[src/rtl/uart_pkg.sv]
// ---------------------------------------------------------------------------
// uart_pkg
// Shared definitions for the UART transmit drain:
//   - FSM state encodings (plain localparams so the encoding is legacy-friendly)
//   - DEFAULT_CLK_DIV : clocks per serial bit for 50 MHz / 115200 baud
//   - cnt_width()     : ceil(log2(n)), minimum 1, for sizing down-counters
// Optional feature macro used by importers: UART_TX_PARITY_EN (adds S_PARITY).
// ---------------------------------------------------------------------------
package uart_pkg;

  typedef logic [2:0] state_t;

  localparam state_t S_IDLE   = 3'd0;
  localparam state_t S_START  = 3'd1;
  localparam state_t S_DATA   = 3'd2;
  localparam state_t S_PARITY = 3'd3;
  localparam state_t S_STOP   = 3'd4;

  localparam int DEFAULT_CLK_DIV = 434;

  // Bits needed to hold values 0..n-1 (never less than one bit).
  function automatic int cnt_width(input int n);
    int w;
    w = 1;
    while ((1 << w) < n) w++;
    return w;
  endfunction

endpackage

[src/rtl/uart_tx_drain_if.sv]
// ---------------------------------------------------------------------------
// uart_tx_drain_if
// Read side of the byte queue as seen by the UART drain.
//   q_out      : queue head data, valid combinationally while q_pop is high
//   q_is_empty : queue empty flag
//   q_pop      : one-cycle pop strobe from the consumer
// Modports:
//   master : the consumer (uart_tx_drain) - drives q_pop
//   slave  : the queue - drives q_out / q_is_empty
// ---------------------------------------------------------------------------
interface uart_tx_drain_if #(
  parameter int DATA_W = 8
);
  logic [DATA_W-1:0] q_out;
  logic              q_is_empty;
  logic              q_pop;

  modport master (input q_out, input q_is_empty, output q_pop);
  modport slave  (output q_out, output q_is_empty, input q_pop);
endinterface

[src/rtl/uart_baud_cnt.sv]
// ---------------------------------------------------------------------------
// uart_baud_cnt
// Bit-period timer. On reload the counter loads CLK_DIV-1 and then counts down
// to zero, where it holds. bit_end marks the last cycle of a bit period, so a
// reload on every bit_end yields periods of exactly CLK_DIV cycles.
// Ports:
//   clk     in  : system clock
//   rst_n   in  : asynchronous active-low reset (counter cleared)
//   reload  in  : start a new bit period on the next edge
//   bit_end out : counter is zero
// ---------------------------------------------------------------------------
module uart_baud_cnt
  import uart_pkg::*;
#(
  parameter int CLK_DIV = DEFAULT_CLK_DIV
) (
  input  logic clk,
  input  logic rst_n,
  input  logic reload,
  output logic bit_end
);

  localparam int            CW         = cnt_width(CLK_DIV);
  localparam logic [CW-1:0] RELOAD_VAL = CW'(CLK_DIV - 1);

  logic [CW-1:0] cnt_q;
  logic [CW-1:0] cnt_d;

  always_comb begin
    cnt_d = cnt_q;
    if (reload) begin
      cnt_d = RELOAD_VAL;
    end else if (cnt_q != '0) begin
      cnt_d = cnt_q - CW'(1);
    end
  end

  always_ff @(posedge clk or negedge rst_n) begin
    if (!rst_n) begin
      cnt_q <= '0;
    end else begin
      cnt_q <= cnt_d;
    end
  end

  assign bit_end = (cnt_q == '0);

endmodule

[src/rtl/uart_tx_drain.sv]
// ---------------------------------------------------------------------------
// uart_tx_drain
// Pops bytes from the byte queue whenever it is non-empty and serialises them
// LSB first onto txd as 8N1 frames (8E1 with UART_TX_PARITY_EN defined).
// Back-to-back frames are sent with no idle bit between stop and next start.
// Parameters:
//   CLK_DIV : clock cycles per serial bit (>= 2)
//   DATA_W  : byte width, must match the queue
// Ports:
//   m_clock in  : system clock, rising edge
//   p_reset in  : asynchronous active-low reset; aborts any frame in flight
//   q       if  : queue read interface (master modport: q_out, q_is_empty, q_pop)
//   txd     out : registered serial line, idle high
//   busy    out : registered, high while a frame is on the line
// Build option: define UART_TX_PARITY_EN to append an even-parity bit.
// ---------------------------------------------------------------------------
module uart_tx_drain
  import uart_pkg::*;
#(
  parameter int CLK_DIV = DEFAULT_CLK_DIV,
  parameter int DATA_W  = 8
) (
  input  logic                   m_clock,
  input  logic                   p_reset,
  uart_tx_drain_if.master        q,
  output logic                   txd,
  output logic                   busy
);

  localparam int            BW       = cnt_width(DATA_W);
  localparam logic [BW-1:0] LAST_BIT = BW'(DATA_W - 1);

  state_t              state_q, state_d;
  logic [DATA_W-1:0]   shift_q, shift_d;
  logic [BW-1:0]       bit_cnt_q, bit_cnt_d;
  logic                txd_q, txd_d;
  logic                busy_q, busy_d;
  logic                bit_end;
  logic                pop;
  logic                reload;
`ifdef UART_TX_PARITY_EN
  logic                parity_q, parity_d;
`endif

  // Pop when idle, or on the very last stop-bit cycle so the next start bit
  // follows the stop bit directly. Gated by reset so nothing leaves the
  // queue while the block is held in reset.
  assign pop = p_reset & ~q.q_is_empty &
               ((state_q == S_IDLE) | ((state_q == S_STOP) & bit_end));

  // Every bit period (and the first one after a pop) starts with a reload.
  assign reload = pop | ((state_q != S_IDLE) & bit_end);

  uart_baud_cnt #(
    .CLK_DIV (CLK_DIV)
  ) u_baud (
    .clk     (m_clock),
    .rst_n   (p_reset),
    .reload  (reload),
    .bit_end (bit_end)
  );

  always_comb begin
    state_d   = state_q;
    shift_d   = shift_q;
    bit_cnt_d = bit_cnt_q;
`ifdef UART_TX_PARITY_EN
    parity_d  = parity_q;
`endif

    case (state_q)
      S_IDLE: begin
        if (pop) state_d = S_START;
      end
      S_START: begin
        if (bit_end) state_d = S_DATA;
      end
      S_DATA: begin
        if (bit_end) begin
          shift_d   = shift_q >> 1;
          bit_cnt_d = bit_cnt_q + BW'(1);
          if (bit_cnt_q == LAST_BIT) begin
`ifdef UART_TX_PARITY_EN
            state_d = S_PARITY;
`else
            state_d = S_STOP;
`endif
          end
        end
      end
`ifdef UART_TX_PARITY_EN
      S_PARITY: begin
        if (bit_end) state_d = S_STOP;
      end
`endif
      S_STOP: begin
        if (bit_end) state_d = pop ? S_START : S_IDLE;
      end
      default: state_d = S_IDLE;
    endcase

    // q_out is only valid in the pop cycle, so everything derived from the
    // byte is captured here.
    if (pop) begin
      shift_d   = q.q_out;
      bit_cnt_d = '0;
`ifdef UART_TX_PARITY_EN
      parity_d  = ^q.q_out;
`endif
    end

    // txd/busy are decoded from the next state so the registered outputs line
    // up exactly with the state they describe.
    case (state_d)
      S_START:  txd_d = 1'b0;
      S_DATA:   txd_d = shift_d[0];
`ifdef UART_TX_PARITY_EN
      S_PARITY: txd_d = parity_d;
`endif
      default:  txd_d = 1'b1;
    endcase
    busy_d = (state_d != S_IDLE);
  end

  always_ff @(posedge m_clock or negedge p_reset) begin
    if (!p_reset) begin
      state_q   <= S_IDLE;
      shift_q   <= '0;
      bit_cnt_q <= '0;
      txd_q     <= 1'b1;
      busy_q    <= 1'b0;
    end else begin
      state_q   <= state_d;
      shift_q   <= shift_d;
      bit_cnt_q <= bit_cnt_d;
      txd_q     <= txd_d;
      busy_q    <= busy_d;
    end
  end

`ifdef UART_TX_PARITY_EN
  always_ff @(posedge m_clock or negedge p_reset) begin
    if (!p_reset) begin
      parity_q <= 1'b0;
    end else begin
      parity_q <= parity_d;
    end
  end
`endif

  assign q.q_pop = pop;
  assign txd     = txd_q;
  assign busy    = busy_q;

endmodule

[src/flat_wrapper.sv]
// flat-port wrapper written by rule: the top's interface ports become plain ports
module uart_tx_drain_flat import uart_pkg::*;
#(
  parameter int CLK_DIV = DEFAULT_CLK_DIV,
  parameter int DATA_W  = 8
)
  (m_clock, p_reset, txd, busy, q_q_out, q_q_is_empty, q_q_pop);
  uart_tx_drain_if #(.DATA_W(DATA_W)) q_i ();
  input  logic m_clock;
  input  logic p_reset;
  output logic txd;
  output logic busy;
  input wire logic [$bits(q_i.q_out)-1:0] q_q_out;
  input wire logic [$bits(q_i.q_is_empty)-1:0] q_q_is_empty;
  output wire logic [$bits(q_i.q_pop)-1:0] q_q_pop;
  assign q_i.q_out = q_q_out;
  assign q_i.q_is_empty = q_q_is_empty;
  assign q_q_pop = q_i.q_pop;
  uart_tx_drain #(.CLK_DIV(CLK_DIV), .DATA_W(DATA_W)) u_core (.m_clock(m_clock), .p_reset(p_reset), .q(q_i), .txd(txd), .busy(busy));
endmodule
[config.mk]
export PLATFORM = sky130hd
export DESIGN_NAME = uart_tx_drain_flat
export DESIGN_NICKNAME = d
export VERILOG_FILES = /design/src/rtl/uart_pkg.sv /design/src/rtl/uart_tx_drain_if.sv /design/src/rtl/uart_baud_cnt.sv /design/src/rtl/uart_tx_drain.sv /design/src/flat_wrapper.sv
export SDC_FILE = /design/constraint.sdc
export NUM_CORES = 1
export LEC_CHECK = 0
export CORE_MARGIN = 1.5
export CORE_UTILIZATION = 30
export DETAILED_ROUTE_END_ITERATION = 8
export GPL_ROUTABILITY_DRIVEN = 0
export PLACE_DENSITY = 0.5
export SLEW_MARGIN = 25
export SYNTH_ARGS = -nofsm -noshare
export SYNTH_HDL_FRONTEND = slang
export SYNTH_HIERARCHICAL = 1
export SYNTH_SLANG_ARGS = --single-unit
export TNS_END_PERCENT = 5
[constraint.sdc]
create_clock -name m_clock -period 5.2 [get_ports m_clock]
set_clock_uncertainty 0.2 [all_clocks]
set_input_delay 0.52 -clock m_clock [delete_from_list [all_inputs] [get_ports m_clock]]
set_output_delay 0.52 -clock m_clock [all_outputs]
set_load 0.01 [all_outputs]
==> results by stage <==
Outcome:
- The flow ran to the end, and the final reports show no timing, DRC or antenna violations.

Synthesis:
- The total number of yosys warnings is 6.
- Of all flip-flops after synthesis, the portion carrying an async set or reset was 100%.
- For this run, the leading register cell type out of synthesis is sky130_fd_sc_hd__dfrtp_1.
- The gate count after technology mapping is 121.
- The average instance in the mapped netlist occupies 10.4 um^2.
- The number of distinct standard cells referenced by the synthesized netlist is 40.
- Summing the sequential cell areas from Yosys gives 50.0% of the chip area.
- The synthesized design contains 25 register bits.
- The combined area of all synthesized cells is 1250 um^2.
- In this run, synthesis inferred 0 flip-flops with an integrated enable.
- The post-synth net total is 135.

Worst setup path:
- The kind of launch point of the worst setup path is a flop.
- The path type of the worst setup path is reg2out.
- The critical path goes through inv_1 > ha_1 > or4b_1 > nor2_2 > nand2b_1 > nand2_2 > clkinv_2 > clkdlybuf4s50_1.
- The dominant delay contributor by cell family on the critical path is simple AND/OR/NAND/NOR gates.
- The endpoint identified for the worst register-to-register timing path is u_core/shift_q[0].
- The critical path contains buffers and inverters numbering 3 combined.
- STA classifies the critical path endpoint as an output pin.
- Data on the critical path arrives at its endpoint at 3.11 ns.
- The startpoint of the worst register-to-register path is u_core/u_baud/cnt_q[0].
- Among all stages on the critical path, the largest delay is contributed by sky130_fd_sc_hd__or4b_1.
- Across all register-to-register paths, the minimum setup slack is 2.18 ns.
- Of all nets on the critical path, the largest fanout is 11.
- The worst endpoint required time is 4.48 ns.
- The largest single stage delay on the critical path is 0.58 ns.
- The count of cells along the worst register-to-register path is 9.

Timing:
- The measured slew at the worst slew-check pin is 0.409 ns.
- The relative slew slack is 72.7%.
- Setup violations remaining at the end of the flow were counted as 0.
- Setup repair after global routing left no endpoint under its margin.
- The total count of max-transition violations in the final report is 0.
- The minimum clock period after layout is 3.83 ns.
- The ratio of final minimum period to clock period is 73.7%.
- The upper clock frequency limit is 261 MHz.
- Across all setup checks in the final design, the least slack found is 1.37 ns.
- Setup total negative slack on the finished layout was measured at 0 ns.
- The number of hold-slack violations in the final timing report came to 0.

Power:
- Dividing total power by cell area gives a power density of 346 nW/um^2.
- The share of total power dissipated in the clock network is 22.4%.
- Of the total power, the share spent switching nets is 30.9%.
- Internal power comes to 355 uW.
- The sequential fraction of design power is 55.1%.
- VDD sags by at most 0.162 mV.
- The net load switching power is 159 uW.
- Per report_power, the combinational group accounts for 22.5% of the total.
- In this run the static leakage power is 0.000609 uW.

Hold path:
- The end of the worst hold path is u_core/shift_q[2].
- In this run the worst hold path is classified as reg2reg.
- The startpoint of the worst hold path is u_core/shift_q[2].
- The hold-critical path depth is 2.

CTS:
- CTS placed an instance of sky130_fd_sc_hd__clkbuf_8 at the clock tree root.
- The number of setup buffers added after CTS is 0.
- After clock tree synthesis, the clock-pin slew on the worst setup and hold paths is 0.09 ns.
- After clock tree synthesis, the flow added hold-fix buffers numbering 0.
- In this run the deepest clock path goes through 2 buffers.
- The post-cts resize count is 0.
- For this design, the sink count on the clock tree is 25.
- The later pin in the worst-skew pair is clocked with a latency of 0.27 ns.
- CTS built an H-tree with a depth of 1.
- TritonCTS built the clock tree.
- Buffers inserted during clock tree synthesis total 3.

Drt:
- The count of antenna-violating nets left after detailed routing is 0.
- For this block, the initial DRC count from the detailed router was 45.
- The DRC violations left is 0.
- The routed via count divided by cell count is 4.82.
- Dividing the detail-routed wire length by the instance count gives 12.7 um.
- For this block, the routed nets add up to 2.35 mm of wire.
- The routed via count is 891.
- Before antenna repair, the detailed router went through 3 iterations.

Final layout:
- The signed area change from the synthesized netlist to the final layout is 18.5%.
- Cells fill 37.1% of the core in the end.
- The post-route netlist has 11.9% of its cells at a drive strength greater than 1.
- Summing all flip-flop and latch instances after layout gives 627 um^2.
- For this run, the post-layout net count is 150.
- The cell area after layout is 1490 um^2.
- 0 antenna diodes ended up in the layout.
- Leaving out filler cells and counting taps, the final layout contains 185.
- The count of filler cells inserted in the layout is 392.
- The multi-input combinational cells in the finished layout cover a total of 577 um^2.

Global route:
- The via count of the first global-routing pass is 931.
- Entering global routing, the biggest net connects 28 pins.
- The total global-route track usage is 12.4%.
- The number of antenna violations at the first check in global routing was 0.
- The first-pass GRT wire length is 4.18 mm.
- The total overflow left after global routing is 0.

Placed design:
- Summing all placed instances gives a cell area of 1440 um^2.
- OpenSTA, run right after detailed placement, puts the worst setup slack at 1.66 ns.
- Once detailed placement completed, the half-perimeter wirelength came to 1.65 mm.
- The count of buffers added on input and output ports is 13.
- The number of placed instances, taps included, is 181.

Floorplanning:
- The top-level port count is 14.
- The placeable core area is 4000 um^2.
- The initial utilization of the core area, before any placement, comes to 31.3%.
- The die is 67.6 um tall.
- The die is 67.6 um wide.
- Row generation in the floorplan step produced 23 rows.
- The die covers 4580 um^2.

Run:
- Across the run, the number of max-cap violations was 0.
-- cells in the mapped netlist (all sizes together), types with 3 or more instances --
cell	instances	area [um^2]
o21ai	8	40.0
buf	5	28.8
ha	3	37.5
a21oi	10	65.1
inv	6	22.5
nand2b	4	25.0
nand2	18	70.1
nor3	3	15.0
dfrtp	24	601
mux2i	3	30.0
nor2	8	32.5
a22oi	3	22.5
-- per-layer routing --
| metal | wire (um) | global-route usage (%) | up-vias |
|---|---|---|---|
| met5 | 0 | 0 | - |
| met2 | 1170 | 20.7 | 9 |
| met1 | 1080 | 14.9 | 431 |
| met3 | 66 | 4.00 | 4 |
| met4 | 31 | 4.59 | 0 |
| li1 | - | - | 447 |
-- power groups by stage --
stage                     clock network, uW  logic (uW)  registers, uW
after floorplan                           0        89.2            276
after global placement                    0         113            285
after detailed placement                  0         117            286
after CTS                               123         118            282
after global routing                    132         137            290
final                                   115         116            283
-- metrics by stage --
stage,hold slack [ns],power (uW)
final,0.292,514
after global routing,0.310,559
after CTS,0.293,524
after detailed placement,0.269,403
after global placement,0.261,397
after floorplan,0.0244,365
-- worst register-to-register path, cell delays in order (launching register included) --
cell and delay, ns:
sky130_fd_sc_hd__dfrtp_1 0.40, sky130_fd_sc_hd__inv_1 0.10, sky130_fd_sc_hd__ha_1 0.18, sky130_fd_sc_hd__or4b_1 0.58, sky130_fd_sc_hd__nor2_2 0.41, sky130_fd_sc_hd__nor4bb_2 0.36, sky130_fd_sc_hd__buf_4 0.26, sky130_fd_sc_hd__a21oi_4 0.09
sky130_fd_sc_hd__a221oi_4 0.27, sky130_fd_sc_hd__inv_1 0.07
-- layout make-up --
| cell class | count | area share (%) |
|---|---|---|
| Sequential cell | 25 | 42.2 |
| Clock buffer | 3 | 2.78 |
| Multi-Input combinational cell | 84 | 38.8 |
| Tap cell | 50 | 4.21 |
| Timing Repair Buffer | 15 | 9.77 |
| Clock inverter | 1 | 0.337 |
| Inverter | 7 | 1.85 |
-- worst max-delay path by stage --
stage,cells after the start,slack (ns),endpoint,startpoint
after floorplan,8,2.50,q_q_pop,u_core/u_baud/cnt_q[0]
after global placement,8,1.77,q_q_pop,u_core/u_baud/cnt_q[0]
after detailed placement,8,1.66,q_q_pop,u_core/u_baud/cnt_q[0]
after CTS,8,1.34,q_q_pop,u_core/u_baud/cnt_q[0]
after global routing,8,1.11,q_q_pop,u_core/u_baud/cnt_q[0]
final,8,1.37,q_q_pop,u_core/u_baud/cnt_q[0]
-- sequential cells by signal, indices dropped and copies added (netlist names) --
name and cells:
u_core/bit_cnt_q 3, u_core/busy 1, u_core/shift_q 8, u_core/state_q 3, u_core/txd 1, u_core/u_baud/cnt_q 9
-- cells by family (layout without fill, tap and decap cells) --
family,count (synthesis),in the layout,synth area share [%]
DFF,25,25,50.0
and+or+nand+nor,45,45,19.9
xor gates and xnor gates,4,4,2.79
adders and majority gates,3,3,2.99
muxes,5,5,4.19
AOI/OAI and AO/OA,27,27,15.7
buffers and inverters,12,26,4.49
-- cell usage in the layout, fill, tap and decap left out, types with 2 or more instances in the layout --
cell	instances
sky130_fd_sc_hd__a21oi_1	8
sky130_fd_sc_hd__a22oi_1	3
sky130_fd_sc_hd__buf_4	2
sky130_fd_sc_hd__clkbuf_8	3
sky130_fd_sc_hd__clkdlybuf4s50_1	13
sky130_fd_sc_hd__clkinv_2	2
sky130_fd_sc_hd__dfrtp_1	24
sky130_fd_sc_hd__ha_1	3
sky130_fd_sc_hd__inv_1	6
sky130_fd_sc_hd__mux2i_1	3
sky130_fd_sc_hd__nand2_1	17
sky130_fd_sc_hd__nand2b_1	4
sky130_fd_sc_hd__nor2_1	7
sky130_fd_sc_hd__nor2b_1	2
sky130_fd_sc_hd__nor3_1	3
sky130_fd_sc_hd__o211a_1	2
sky130_fd_sc_hd__o21ai_0	6
sky130_fd_sc_hd__o21ai_1	2
sky130_fd_sc_hd__or4_1	2
sky130_fd_sc_hd__xnor2_1	2
sky130_fd_sc_hd__xor2_1	2
Power figures use the tool's default switching activity.
